[config.mk]
export PLATFORM = sky130hd
export DESIGN_NAME = i2c_target_adxl_flat
export DESIGN_NICKNAME = d
export VERILOG_FILES = /design/src/rtl/i2c_target_adxl_if.sv /design/src/rtl/i2c_target_adxl.sv /design/src/flat_wrapper.sv
export SDC_FILE = /design/constraint.sdc
export NUM_CORES = 1
export LEC_CHECK = 0
export ABC_CLOCK_PERIOD_IN_PS = 4400
export CAP_MARGIN = 40
export CORE_AREA = 2 2 230 232
export CTS_CLUSTER_DIAMETER = 30
export CTS_CLUSTER_SIZE = 30
export DETAILED_ROUTE_END_ITERATION = 6
export DIE_AREA = 0 0 232 234
export PLACE_DENSITY = 0.73
export SLEW_MARGIN = 30
export SYNTH_ARGS = -nofsm -noshare
export SYNTH_HDL_FRONTEND = slang
export SYNTH_SLANG_ARGS = --single-unit
[constraint.sdc]
create_clock -name clk -period 4.4 [get_ports clk]
set_clock_uncertainty 0.1 [all_clocks]
set_input_delay 0.88 -clock clk [delete_from_list [all_inputs] [get_ports clk]]
set_output_delay 0.88 -clock clk [all_outputs]
set_load 0.03 [all_outputs]
[src/rtl/i2c_target_adxl_if.sv]
// i2c_target_adxl_if
//   Signal bundle between the ADXL345-emulating I2C target and the rest of the
//   system: the open-drain I2C pins, the register-write notification port and
//   the fabric acceleration-sample load port.
//
//   scl_in, sda_in   raw (asynchronous) bus levels seen by the target
//   sda_oe           1 = target pulls SDA low, 0 = released
//   busy             target is inside an addressed transaction
//   wr_strobe        one-clock pulse per accepted register write
//   wr_addr/wr_data  register index / byte of that write
//   sample_valid     load request for sample_data
//   sample_data      {Z1,Z0,Y1,Y0,X1,X0}
//
//   slave  : the target's view
//   master : the view of whatever drives the bus and the sample port
interface i2c_target_adxl_if;
    logic        scl_in;
    logic        sda_in;
    logic        sda_oe;
    logic        busy;
    logic        wr_strobe;
    logic [5:0]  wr_addr;
    logic [7:0]  wr_data;
    logic        sample_valid;
    logic [47:0] sample_data;

    modport slave (
        input  scl_in, sda_in, sample_valid, sample_data,
        output sda_oe, busy, wr_strobe, wr_addr, wr_data
    );

    modport master (
        output scl_in, sda_in, sample_valid, sample_data,
        input  sda_oe, busy, wr_strobe, wr_addr, wr_data
    );
endinterface

[src/rtl/i2c_target_adxl.sv]
// i2c_target_adxl
//   I2C target emulating the ADXL345 register interface. SCL/SDA are
//   oversampled with clk, START/STOP are decoded in every state, the address is
//   matched and ACKed, and a 64-byte register file is served with pointer
//   auto-increment. Registers 0x32..0x37 hold acceleration data loaded from
//   fabric; a load arriving during a transaction is deferred until it ends so a
//   burst read always sees one coherent sample.
//
//   clk      system clock (SCL must be at most clk/8)
//   reset_n  synchronous, active-low reset
//   bus      i2c_target_adxl_if.slave (pins, write notification, sample load)
module i2c_target_adxl #(
    parameter logic [6:0] DEV_ADDR  = 7'h53,
    parameter logic [7:0] DEVID_VAL = 8'hE5
) (
    input  logic                  clk,
    input  logic                  reset_n,
    i2c_target_adxl_if.slave      bus
);

    typedef enum logic [2:0] {IDLE, ADDR, ACK, RX, TX, MACK, IGNORE} state_t;

    state_t      state;
    state_t      state_next;

    logic        scl_p0, scl_p1, scl_p2;
    logic        sda_p0, sda_p1, sda_p2;
    logic        scl_rise, scl_fall, start_det, stop_det;

    logic [6:0]  rx_sr;
    logic [7:0]  rx_byte;
    logic        addr_match;
    logic [6:0]  tx_sr;
    logic [3:0]  bit_cnt;
    logic [7:0]  ptr;
    logic [7:0]  rd_byte;
    logic        rw;
    logic        first_byte;
    logic        mack_ok;
    logic        sda_drive;
    logic        busy_flag;
    logic        busy_clr;
    logic        wr_pulse;
    logic [5:0]  wr_index;
    logic [7:0]  wr_byte;
    logic [7:0]  regs [64];
    logic        pend;
    logic [47:0] pend_data;
    logic        load_en;
    logic [47:0] load_data;

    // A register accepts I2C writes unless it is DEVID, a fabric-loaded
    // sample register, or outside the 64-entry file.
    function automatic logic is_writable(input logic [7:0] p);
        return (p < 8'h40) && (p != 8'h00) && !((p >= 8'h32) && (p <= 8'h37));
    endfunction

    // Synchronizer stage: two flops per pin plus one history flop; idle bus
    // level (high) on reset so no false edge is seen when leaving reset.
    always_ff @(posedge clk) begin
        if (!reset_n) begin
            scl_p0 <= 1'b1; scl_p1 <= 1'b1; scl_p2 <= 1'b1;
            sda_p0 <= 1'b1; sda_p1 <= 1'b1; sda_p2 <= 1'b1;
        end else begin
            scl_p0 <= bus.scl_in; scl_p1 <= scl_p0; scl_p2 <= scl_p1;
            sda_p0 <= bus.sda_in; sda_p1 <= sda_p0; sda_p2 <= sda_p1;
        end
    end

    assign scl_rise  =  scl_p1 & ~scl_p2;
    assign scl_fall  = ~scl_p1 &  scl_p2;
    assign start_det =  scl_p1 &  scl_p2 &  sda_p2 & ~sda_p1;
    assign stop_det  =  scl_p1 &  scl_p2 & ~sda_p2 &  sda_p1;

    assign rx_byte    = {rx_sr, sda_p1};
    assign addr_match = (rx_byte[7:1] == DEV_ADDR);
    assign rd_byte    = (ptr >= 8'h40) ? 8'h00 :
                        (ptr == 8'h00) ? DEVID_VAL : regs[ptr[5:0]];
    assign busy_clr   = (start_det | stop_det) & busy_flag;

    always_ff @(posedge clk) begin
        if (!reset_n) state <= IDLE;
        else          state <= state_next;
    end

    always_comb begin
        state_next = state;
        if (start_det) begin
            state_next = ADDR;
        end else if (stop_det) begin
            state_next = IDLE;
        end else begin
            case (state)
                ADDR: if (scl_rise && bit_cnt == 4'd7)
                          state_next = addr_match ? ACK : IGNORE;
                ACK:  if (scl_fall && sda_drive)
                          state_next = rw ? TX : RX;
                RX:   if (scl_rise && bit_cnt == 4'd7)
                          state_next = ACK;
                TX:   if (scl_fall && bit_cnt == 4'd8)
                          state_next = MACK;
                MACK: if (scl_rise && sda_p1)
                          state_next = IGNORE;
                      else if (scl_fall && mack_ok)
                          state_next = TX;
                default: ;
            endcase
        end
    end

    // Sample load: a deferred sample lands when the transaction ends; a fresh
    // request in that same cycle supersedes it (latest sample wins).
    always_comb begin
        load_en   = 1'b0;
        load_data = sample_data_or_pend();
        if (busy_clr && pend) load_en = 1'b1;
        if (bus.sample_valid && (!busy_flag || busy_clr)) load_en = 1'b1;
    end

    function automatic logic [47:0] sample_data_or_pend();
        if (bus.sample_valid) return bus.sample_data;
        return pend_data;
    endfunction

    always_ff @(posedge clk) begin
        if (!reset_n) begin
            sda_drive  <= 1'b0;
            busy_flag  <= 1'b0;
            wr_pulse   <= 1'b0;
            wr_index   <= 6'd0;
            wr_byte    <= 8'd0;
            rx_sr      <= 7'd0;
            tx_sr      <= 7'd0;
            bit_cnt    <= 4'd0;
            ptr        <= 8'h00;
            rw         <= 1'b0;
            first_byte <= 1'b0;
            mack_ok    <= 1'b0;
            pend       <= 1'b0;
            pend_data  <= 48'd0;
            for (int i = 0; i < 64; i++) regs[i] <= 8'h00;
        end else begin
            wr_pulse <= 1'b0;

            if (bus.sample_valid && busy_flag && !busy_clr) begin
                pend      <= 1'b1;
                pend_data <= bus.sample_data;
            end else if (busy_clr) begin
                pend <= 1'b0;
            end
            if (load_en) begin
                regs[6'h32] <= load_data[7:0];
                regs[6'h33] <= load_data[15:8];
                regs[6'h34] <= load_data[23:16];
                regs[6'h35] <= load_data[31:24];
                regs[6'h36] <= load_data[39:32];
                regs[6'h37] <= load_data[47:40];
            end

            if (start_det || stop_det) begin
                sda_drive <= 1'b0;
                busy_flag <= 1'b0;
                bit_cnt   <= 4'd0;
                mack_ok   <= 1'b0;
            end else begin
                case (state)
                    ADDR: if (scl_rise) begin
                        rx_sr   <= rx_byte[6:0];
                        bit_cnt <= bit_cnt + 4'd1;
                        if (bit_cnt == 4'd7) begin
                            bit_cnt <= 4'd0;
                            if (addr_match) begin
                                busy_flag  <= 1'b1;
                                rw         <= sda_p1;
                                first_byte <= 1'b1;
                            end
                        end
                    end
                    // First fall pulls SDA low, second fall ends the ACK slot;
                    // for a read that same fall presents the first data bit.
                    ACK: if (scl_fall) begin
                        bit_cnt <= 4'd0;
                        if (!sda_drive) begin
                            sda_drive <= 1'b1;
                        end else if (rw) begin
                            tx_sr     <= rd_byte[6:0];
                            sda_drive <= ~rd_byte[7];
                        end else begin
                            sda_drive <= 1'b0;
                        end
                    end
                    RX: if (scl_rise) begin
                        rx_sr   <= rx_byte[6:0];
                        bit_cnt <= bit_cnt + 4'd1;
                        if (bit_cnt == 4'd7) begin
                            bit_cnt <= 4'd0;
                            if (first_byte) begin
                                ptr        <= rx_byte;
                                first_byte <= 1'b0;
                            end else begin
                                if (is_writable(ptr)) begin
                                    regs[ptr[5:0]] <= rx_byte;
                                    wr_pulse       <= 1'b1;
                                    wr_index       <= ptr[5:0];
                                    wr_byte        <= rx_byte;
                                end
                                ptr <= ptr + 8'd1;
                            end
                        end
                    end
                    TX: begin
                        if (scl_rise) bit_cnt <= bit_cnt + 4'd1;
                        if (scl_fall) begin
                            if (bit_cnt == 4'd8) begin
                                sda_drive <= 1'b0;
                                bit_cnt   <= 4'd0;
                                mack_ok   <= 1'b0;
                            end else begin
                                sda_drive <= ~tx_sr[6];
                                tx_sr     <= {tx_sr[5:0], 1'b0};
                            end
                        end
                    end
                    // The pointer advances past every byte sent, including the
                    // one the master NACKs.
                    MACK: begin
                        if (scl_rise) begin
                            ptr     <= ptr + 8'd1;
                            mack_ok <= ~sda_p1;
                        end else if (scl_fall && mack_ok) begin
                            mack_ok   <= 1'b0;
                            tx_sr     <= rd_byte[6:0];
                            sda_drive <= ~rd_byte[7];
                        end
                    end
                    default: ;
                endcase
            end
        end
    end

    assign bus.sda_oe    = sda_drive;
    assign bus.busy      = busy_flag;
    assign bus.wr_strobe = wr_pulse;
    assign bus.wr_addr   = wr_index;
    assign bus.wr_data   = wr_byte;

endmodule

[src/flat_wrapper.sv]
// flat-port wrapper written by rule: the top's interface ports become plain ports
module i2c_target_adxl_flat 
#(
    parameter logic [6:0] DEV_ADDR  = 7'h53,
    parameter logic [7:0] DEVID_VAL = 8'hE5
)
  (clk, reset_n, bus_scl_in, bus_sda_in, bus_sample_valid, bus_sample_data, bus_sda_oe, bus_busy, bus_wr_strobe, bus_wr_addr, bus_wr_data);
  i2c_target_adxl_if bus_i ();
  input  logic clk;
  input  logic reset_n;
  input wire logic [$bits(bus_i.scl_in)-1:0] bus_scl_in;
  input wire logic [$bits(bus_i.sda_in)-1:0] bus_sda_in;
  input wire logic [$bits(bus_i.sample_valid)-1:0] bus_sample_valid;
  input wire logic [$bits(bus_i.sample_data)-1:0] bus_sample_data;
  output wire logic [$bits(bus_i.sda_oe)-1:0] bus_sda_oe;
  output wire logic [$bits(bus_i.busy)-1:0] bus_busy;
  output wire logic [$bits(bus_i.wr_strobe)-1:0] bus_wr_strobe;
  output wire logic [$bits(bus_i.wr_addr)-1:0] bus_wr_addr;
  output wire logic [$bits(bus_i.wr_data)-1:0] bus_wr_data;
  assign bus_i.scl_in = bus_scl_in;
  assign bus_i.sda_in = bus_sda_in;
  assign bus_i.sample_valid = bus_sample_valid;
  assign bus_i.sample_data = bus_sample_data;
  assign bus_sda_oe = bus_i.sda_oe;
  assign bus_busy = bus_i.busy;
  assign bus_wr_strobe = bus_i.wr_strobe;
  assign bus_wr_addr = bus_i.wr_addr;
  assign bus_wr_data = bus_i.wr_data;
  i2c_target_adxl #(.DEV_ADDR(DEV_ADDR), .DEVID_VAL(DEVID_VAL)) u_core (.clk(clk), .reset_n(reset_n), .bus(bus_i));
endmodule
==> results.txt <==
----------------------------------------------------
[Logic synthesis]
  Synth Cell Area ... 0.0287 sq mm
  Library cell occupying the most area in the post-synthesis netlist ... sky130_fd_sc_hd__edfxtp_1
  Flop and latch count out of synthesis ... 622
  Fraction of the yosys area taken by sequential cells ... 61.2%
  Asr flop ratio synth ... 0%
  Proportion of netlist area held by the largest area contributor ... 53.5%
  Count of mapped cells out of synthesis ... 2,195
  Warnings, synthesis ... 0
  Library cells used by synthesis ... 67
  Most used flip-flop cell after synthesis ... sky130_fd_sc_hd__edfxtp_1
  Synthesized area per cell ... 13.1 sq um
  EDFF count, synth ... 512
  Synthesized net count ... 2,253
  Largest cells by area after synthesis ... sky130_fd_sc_hd__edfxtp_1 53%, sky130_fd_sc_hd__mux4_2 10%, sky130_fd_sc_hd__and2_1 8.9%

[Critical path]
  Slowest-stage cell, CP ... sky130_fd_sc_hd__or3_1
  Endpoint type of the worst setup path ... flip-flop
  Setup slack of the most critical reg-to-reg path ... 0.93 ns
  CP bufs+invs ... 1
  Launching element type of the critical path ... flip-flop
  Maximum fanout along the worst path ... 24
  Biggest cell delay along the critical path ... 0.75 ns
  Type of the setup path with the least slack ... reg -> reg
  Family of cells with the greatest summed delay on the critical path ... simple AND/OR/NAND/NOR gates
  Worst-path cell chain ... nand4bb_1 > nor2_8 > nand3_4 > or3_1 > o21ai_0 > buf_4
  Required arrival time at the worst endpoint ... 4.67 ns
  Signal arrival time at the worst endpoint ... 3.74 ns

[Clock tree]
  Hold-fix buffer count after cts ... 0
  CTS Buf Count ... 119
  Buffer depth of the longest clock path ... 3
  Number of clock sinks seen by CTS ... 622
  Register clock-pin slew on the reported worst setup and hold paths ... 0.05 ns
  Clock tree from TritonCTS ... built
  H-tree depth reported by CTS ... 3
  Root buffer cell ... sky130_fd_sc_hd__clkbuf_16
  Latest clock arrival within the worst-skew pair ... 0.66 ns
  Total setup buffers inserted after CTS ... 0
  Quantity of gates resized following cts ... 0

[Pwr]
  Leak Pwr ... 0.0119 uW
  Worst supply voltage drop on vdd ... 0.329 mV
  Cell area power density ... 479 mW/mm^2

[Flow run]
  Max cap viols ... 0

[Cells and area]
  Commonest cells after routing, fill and taps aside ... 512 x sky130_fd_sc_hd__edfxtp_1, 411 x sky130_fd_sc_hd__and2_1, 172 x sky130_fd_sc_hd__nand2_1, 135 x sky130_fd_sc_hd__nor2_1, 132 x sky130_fd_sc_hd__mux4_2
  Proportion of layout cells with a drive suffix above 1 ... 20.7%
  Leading cell type in the layout, fill and taps excluded ... sky130_fd_sc_hd__edfxtp_1
  Layout overhead on the synthesized area ... 20.6%
  Post-layout nets ... 2,369
  Final Non-Filler Cells ... 3,103
  Ant. Diodes ... 0

[Timing]
  Final critical-path share of the clock period ... 79.0%
  Worst Tran Pin Value ... 0.918 ns
  Final Max Slew Viols ... 0
  Number of setup violations in the final report ... 0
  Hold violation total from the final report ... 0
  Fmax ... 288 MHz
  Unrepaired setup endpoints after global routing ... false
  Setup TNS Final ... 0 ns
  Min Tclk post-route ... 3.47 ns
  Max_slew headroom ... 38.6%

[GRT]
  Congestion Overflow GR ... 0
  Number of global-route vias before repair ... 19,000
  Initial antenna violation count ... 1
  Largest net degree at the start of global routing ... 63
  Gr usage total ... 28.0%
  Wire length of the first global-routing pass ... 113,000 um

[Placed design]
  Placed Cells incl. Taps ... 2,877
  Count of input and output buffers ... 69
  HPWL Detailed ... 48,000 um
  Placer Congestion ... 0.862

[Die]
  Die Footprint ... 0.0543 sq mm
  DIE WIDTH ... 232 um
  Number of placed I/O pins ... 70
  Die height ... 234 um
  Number of standard-cell rows in the floorplan ... 84
  Initial Util ... 55.2%
  Placeable core area ... 0.0520 sq mm

[Drt]
  Drc violations ... 0
  DR WL/cell ... 24.2 um
  Initial DRC count ... 1,862
  Number of vias per cell after detailed routing ... 6.11
  Total wire length ... 75,000 um
  Antenna Nets Post-Route ... 0
  Via count of the routed design ... 19,000
  Number of search-and-repair iterations in the first detailed-routing pass ... 5

[Run status]
  Run status ... finished, final reports clean

[Worst hold path]
  Worst min path class ... reg -> reg

----------------------------------------------------
[stage by stage]
stage          total power (uW)  hold WS, ns  util (%)  cell area [sq um]  setup WS, ns
2_1_floorplan              7030        0.286         -              28700          1.13
3_3_place_gp               7250        0.294      58.2              30300         0.986
3_5_place_dp               7280        0.299      58.5              30400         0.888
6_report                  16600        0.308      66.6              34700         0.926
5_1_grt                   17000        0.321      66.6              34700         0.655
4_1_cts                   16600        0.311      66.6              34700         0.979
[power breakdown]
group | switching (uW) | leakage, uW | internal, uW
Clock | 3090 | 0.00204 | 6330
Sequential | 88.6 | 0.00582 | 6620
Combinational | 263 | 0.00406 | 208
Total | 3440 | 0.0119 | 13200
[state kept, by name, summed over array words and instances (netlist names), 3 cells and up, named ones only]
name                count
u_core.regs           512
u_core.bit_cnt          4
u_core.bus.wr_data      8
u_core.bus.wr_addr      6
u_core.tx_sr            7
u_core.state            3
u_core.ptr              8
u_core.pend_data       48
u_core.rx_sr            7
[area by class of cell]
type                       instances  area (sq um)
sequential                       622         17600
fill                            3605         17400
multi-input combinational       1375         10300
clock buffer                     141          3170
timing repair buffer             182          1630
clock inverter                    84          1050
tap                              688           861
inverter                          11          41.3
[cell families (layout without fill, tap and decap cells)]
| logic type | Yosys count | count (layout) | synth area share [%] |
|---|---|---|---|
| buf+inv | 198 | 418 | 2.98 |
| mux | 223 | 223 | 13.6 |
| compound gates | 251 | 251 | 5.12 |
| xor+xnor | 1 | 1 | 0.0305 |
| fa+ha+maj | 5 | 5 | 0.218 |
| simple gates | 895 | 895 | 16.9 |
| flops | 622 | 622 | 61.2 |
[synth_stat cells (5+ instances only)]
master,number
sky130_fd_sc_hd__ha_1,5
sky130_fd_sc_hd__nor2_1,135
sky130_fd_sc_hd__and2_1,411
sky130_fd_sc_hd__nand3b_1,11
sky130_fd_sc_hd__nand2b_1,19
sky130_fd_sc_hd__nor3_2,8
sky130_fd_sc_hd__a221oi_1,7
sky130_fd_sc_hd__edfxtp_1,512
sky130_fd_sc_hd__inv_1,8
sky130_fd_sc_hd__mux4_2,132
sky130_fd_sc_hd__buf_6,5
sky130_fd_sc_hd__nor2b_1,8
sky130_fd_sc_hd__or3_1,7
sky130_fd_sc_hd__o211ai_1,7
sky130_fd_sc_hd__dfxtp_1,110
sky130_fd_sc_hd__nor4_1,5
sky130_fd_sc_hd__mux2i_1,73
sky130_fd_sc_hd__clkbuf_1,125
sky130_fd_sc_hd__buf_1,14
sky130_fd_sc_hd__mux2_2,18
sky130_fd_sc_hd__buf_4,9
sky130_fd_sc_hd__nand2_1,172
sky130_fd_sc_hd__nand4_1,5
sky130_fd_sc_hd__o21ai_0,70
sky130_fd_sc_hd__buf_2,33
sky130_fd_sc_hd__o22ai_1,8
sky130_fd_sc_hd__a211oi_1,6
sky130_fd_sc_hd__a31oi_1,9
sky130_fd_sc_hd__nand3_1,20
sky130_fd_sc_hd__a21oi_1,106
sky130_fd_sc_hd__and3_1,6
sky130_fd_sc_hd__a311oi_1,5
sky130_fd_sc_hd__nor3_1,65
[routing by layer]
metal | global-route usage, % | routed length [um] | vias to the layer above
met5 | 0 | 0 | -
met4 | 12.4 | 2910 | 0
met2 | 46.2 | 36500 | 1049
met1 | 36.5 | 28400 | 9425
met3 | 5.36 | 7200 | 187
li1 | - | - | 8295
[path summary, 6_finish.rpt]
path              startpoint            endpoint  cells after the start
min reg2reg    u_core.sda_p0       u_core.sda_p1                      1
min            u_core.sda_p0       u_core.sda_p1                      1
max          u_core.state[0]  u_core.regs[24][6]                      6
max reg2reg  u_core.state[0]  u_core.regs[24][6]                      6
Power figures use the tool's default switching activity.
